[src/rtl/range_sweep_arbiter.sv]
// range_sweep_arbiter: round-robin arbiter that grants one requester at a time
// and streams that requester's value range [start..end] as a beat sequence.
//
// Ports:
//   clk_i, rst_ni          clock, synchronous active-low reset
//   req_i[NumReq]          per-requester sweep request (level)
//   start_val_i/end_val_i  packed per-requester bounds, slice k = [k*Bits +: Bits]
//   ready_i                downstream accepts the current beat
//   gnt_o                  one-hot owner of the active sweep
//   count_o                current sweep value
//   valid_o, last_o        beat valid / final beat of the sweep
//   done_o                 one-cycle completion pulse on the owner bit
//   busy_o                 high while a sweep is running or completing
module range_sweep_arbiter #(
  parameter int Bits   = 8,
  parameter int NumReq = 4
) (
  input  logic                     clk_i,
  input  logic                     rst_ni,
  input  logic [NumReq-1:0]        req_i,
  input  logic [NumReq*Bits-1:0]   start_val_i,
  input  logic [NumReq*Bits-1:0]   end_val_i,
  input  logic                     ready_i,
  output logic [NumReq-1:0]        gnt_o,
  output logic [Bits-1:0]          count_o,
  output logic                     valid_o,
  output logic                     last_o,
  output logic [NumReq-1:0]        done_o,
  output logic                     busy_o
);

  localparam int PtrW = $clog2(NumReq);

  typedef enum logic [1:0] {IDLE, RUN, DONE} state_e;

  state_e                       state, state_nxt;
  logic [PtrW-1:0]              ptr, owner, pick;
  logic                         found;
  logic [NumReq-1:0][Bits-1:0]  start_v, end_v;
  logic [Bits-1:0]              count, end_q;
  logic                         last;
  logic [NumReq-1:0]            onehot;

  for (genvar k = 0; k < NumReq; k++) begin : g_unpack
    assign start_v[k] = start_val_i[k*Bits +: Bits];
    assign end_v[k]   = end_val_i[k*Bits +: Bits];
  end

  // Round-robin pick: walk offsets from high to low so the smallest offset
  // from ptr (the first set index at/after ptr, wrapping) wins.
  always_comb begin
    int idx;
    found = 1'b0;
    pick  = ptr;
    idx   = 0;
    for (int i = NumReq-1; i >= 0; i--) begin
      idx = int'(ptr) + i;
      if (idx >= NumReq) idx = idx - NumReq;
      if (req_i[idx]) begin
        found = 1'b1;
        pick  = PtrW'(idx);
      end
    end
  end

  // count never passes end_q, so stopping at >= also covers start > end
  // (single beat) and end = all-ones (no wrap).
  assign last   = (state == RUN) && (count >= end_q);
  assign onehot = NumReq'(1) << owner;

  always_ff @(posedge clk_i) begin
    if (!rst_ni) state <= IDLE;
    else         state <= state_nxt;
  end

  always_comb begin
    state_nxt = state;
    case (state)
      IDLE:    if (found) state_nxt = RUN;
      RUN:     if (ready_i && last) state_nxt = DONE;
      DONE:    state_nxt = IDLE;
      default: state_nxt = IDLE;
    endcase
  end

  // Bounds are captured at grant so later req/bound changes are ignored.
  always_ff @(posedge clk_i) begin
    if (!rst_ni) begin
      ptr   <= '0;
      owner <= '0;
      count <= '0;
      end_q <= '0;
    end else begin
      case (state)
        IDLE: if (found) begin
          owner <= pick;
          count <= start_v[pick];
          end_q <= end_v[pick];
        end
        RUN:  if (ready_i && !last) count <= count + 1'b1;
        DONE: ptr <= (owner == PtrW'(NumReq-1)) ? '0 : owner + 1'b1;
        default: ;
      endcase
    end
  end

  assign gnt_o   = (state == RUN)  ? onehot : '0;
  assign done_o  = (state == DONE) ? onehot : '0;
  assign valid_o = (state == RUN);
  assign last_o  = last;
  assign count_o = count;
  assign busy_o  = (state != IDLE);

endmodule

[config.mk]
export PLATFORM = sky130hd
export DESIGN_NAME = range_sweep_arbiter
export DESIGN_NICKNAME = d
export VERILOG_FILES = /design/src/rtl/range_sweep_arbiter.sv
export SDC_FILE = /design/constraint.sdc
export NUM_CORES = 1
export LEC_CHECK = 0
export CORE_MARGIN = 5
export CORE_UTILIZATION = 44
export DETAILED_ROUTE_END_ITERATION = 16
export GPL_TIMING_DRIVEN = 1
export PLACE_DENSITY = 0.95
export REMOVE_ABC_BUFFERS = 1
export SETUP_SLACK_MARGIN = 0.4
export SKIP_CTS_REPAIR_TIMING = 1
export SLEW_MARGIN = 0
export SYNTH_ARGS = -nofsm -noshare
export SYNTH_HDL_FRONTEND = slang
export SYNTH_SLANG_ARGS = --single-unit
[constraint.sdc]
create_clock -name clk_i -period 3.65 [get_ports clk_i]
set_clock_uncertainty 0.1 [all_clocks]
set_input_delay 0.365 -clock clk_i [delete_from_list [all_inputs] [get_ports clk_i]]
set_output_delay 0.365 -clock clk_i [all_outputs]
set_load 0.01 [all_outputs]
==> run summary <==
• clk root buf: sky130_fd_sc_hd__clkbuf_8
• count of cell instances traversed by the critical path: 6
• Cell Count Post-Placement: 379
• top-count cell post-synth: sky130_fd_sc_hd__nand2_1
• Diodes inserted: 0
• drt wl/cell: 14.96 µm
• static power due to leakage: 1.167 nW
• r2r startpoint: state[1]
• worst path required time: 3.18 ns
• nature of the critical path endpoint: output pin
• post-route non-filler standard cell count: 383
• layout filler cell count: 328
• gate count of the mapped netlist: 251
• worst setup path class: flip-flop to output pin
• largest net degree at the start of global routing: 34
• cell breakdown of the critical path: inv_1 -> ha_1 -> nand2_1 -> or2_2 -> a31oi_1 -> clkdlybuf4s50_1
• number of slew-limit violations in the final report: 0
• worst path buffer plus inverter count: 2
• IO buf count: 89
• Final GP Congestion: 0.8435
• Power Density: 381.7 nW/µm²
• vias in the first global route: 2009
• placeable core region: 4029 µm²
• max-cap viol count: 0
• VDD IR max: 0.1823 mV
• die area: 5567 µm²
• largest fanout of any net on the critical path: 3
• min cycle time layout: 2.637 ns
• Max Freq: 379.2 MHz
• slew at the pin closest to its max-slew limit: 0.5656 ns
• Slowest-stage cell, CP: sky130_fd_sc_hd__clkdlybuf4s50_1
• class of the most critical hold timing path: flip-flop to flip-flop
• RSZ-0062 raised after global routing: no
• number of library cell types mapped by synthesis: 46
• Fin Setup TNS: 0 ns
• CTS tree: done
• worst-case reg-to-reg path depth: 7
• startpoint kind of the worst setup timing path: flip-flop
• Hold Vio Cnt, Final: 0
• number of enable-type register cells in the synthesized netlist: 0
• post-detailed-route via-to-cell ratio: 5.551
• outcome: complete, no violations
• aggregate global-route resource usage: 0.2044
• global-route wire length before repair: 8983 µm
• crit path launch: end_q[7]
• Main synth FF type: sky130_fd_sc_hd__dfxtp_1
• number of buffers added by the clock tree synthesis step: 3
• ports placed on the boundary: 90
• overflow left after global routing: 0
• iteration count of the initial detailed-routing pass: 7
• standard-cell row count: 23
• crit path DAT: 2.17 ns
• Post-DP Area: 2730 µm²
• area of all placed cells without fillers: 2801 µm²
• crit share post-route: 0.7225
• normalized max-slew margin: 0.6212
• total routed wirelength: 5729 µm
• clock transition time at the flip-flop clock pins of the worst setup and hold paths: 0.08 ns
• synthesized area per cell: 7.318 µm²
• die span in y: 74.61 µm
• leading post-synthesis cells by cell area: sky130_fd_sc_hd__dfxtp_1, sky130_fd_sc_hd__nand2_1, sky130_fd_sc_hd__ha_1
• total number of vias: 2126
• DIE WIDTH: 74.61 µm
• Antenna Nets Post-Route: 0
• fraction of the core area covered by cells at the end of the flow: 0.6953
• post-synthesis sequential area ratio: 0.2398
• hold path cells: 1
• area share of the leading cell type in the synthesized netlist: 0.2398
• cell class contributing the biggest share of worst-path delay: buffers and inverters
• post-detailed-route DRC marker count: 0
• commonest cells in the netlist: sky130_fd_sc_hd__nand2_1, sky130_fd_sc_hd__a21oi_1, sky130_fd_sc_hd__dfxtp_1, sky130_fd_sc_hd__ha_1
• Starting Density: 0.4559
• Post-synth ARST share: 0
• Iter 0 DRT Violations: 108
• Worst Hold Launch: end_q[4]
• DPL Wire Length: 4500 µm
• maximum level of the CTS H-tree: 1
• number of buffers on the longest clock path: 2
• setup-violating endpoint count in the final report: 0
• Sink Count: 22
• Synth Register Bits: 22
• crit-path max cell delay: 0.60 ns
• post-synthesis instance area: 1837 µm²
• share of layout cells above drive strength 1: 0.04805
• number of nets in the layout: 418
• leading area contributor after synthesis: sky130_fd_sc_hd__dfxtp_1
• Syn. warnings: 0
• clock insertion delay at the later pin of the skew report: 0.27 ns
• number of antenna violations at the first check in global routing: 0
• synth-to-layout area growth: 52.52%
## per-layer routing
layer  global-route usage  wire length (µm)
met1               0.2430              2254
met3              0.05207               608
met2               0.3629              2800
met5                    0                 0
met4              0.05929                65
## placed cells by master (no fill, tap or decap), drive strengths merged, types with 2 or more instances in the layout
master | synthesis | routed
or2 | 4 | 4
a32o | 3 | 3
a211o | 8 | 8
inv | 12 | 12
mux2i | 11 | 11
and2 | 9 | 9
o21ai | 7 | 7
nor3 | 7 | 7
a2bb2oi | 3 | 3
o221ai | 3 | 3
nor2 | 12 | 12
a31oi | 2 | 2
dfxtp | 22 | 22
a221oi | 3 | 3
nand3 | 8 | 8
clkdlybuf4s50 | 0 | 89
clkbuf | 7 | 3
nor2b | 5 | 5
ha | 13 | 13
a21oi | 28 | 28
buf | 7 | 3
nand2 | 58 | 58
## cell families after synthesis
group | Yosys count | share of synthesized area
flops | 22 | 0.2398
buf+inv | 26 | 0.06948
simple gates | 111 | 0.2827
mux | 11 | 0.05995
compound gates | 68 | 0.2596
fa+ha+maj | 13 | 0.08856
## layout make-up
type | instances | area (µm²) | share of cell area
flip-flops and latches | 22 | 440.4 | 0.1572
multi-input cells | 203 | 1269 | 0.4529
repair buffers | 92 | 913.4 | 0.3260
clock buffers | 3 | 41.29 | 0.01474
inverters | 12 | 45.04 | 0.01608
well taps | 50 | 62.56 | 0.02233
clock inverters | 1 | 30.03 | 0.01072
## final timing paths
kind           endpoint  slack [ns]
max              last_o        1.01
min            end_q[4]        0.38
max reg2reg  count_o[3]        1.18
min reg2reg    end_q[4]        0.38
## stage by stage
stage | hold slack, ns | worst slack (ns) | total power [mW]
final | 0.3757 | 1.013 | 1.069
after global routing | 0.3938 | 0.9250 | 1.142
after CTS | 0.3748 | 1.046 | 1.069
after detailed placement | 0.3550 | 0.8809 | 0.8411
after global placement | 0.3465 | 0.9322 | 0.8192
after floorplan | 0.3355 | 1.368 | 0.6056
## where the power goes
group | internal, mW | switching [mW]
logic | 0.263 | 0.243
registers | 0.284 | 0.0489
clock network | 0.147 | 0.0841
## sequential cells by signal (all words and copies together), names as in the netlist
signal	count
ptr	2
end_q	8
count_o	8
state	2
owner	2
Note: power is estimated with default switching activity, not from simulation.
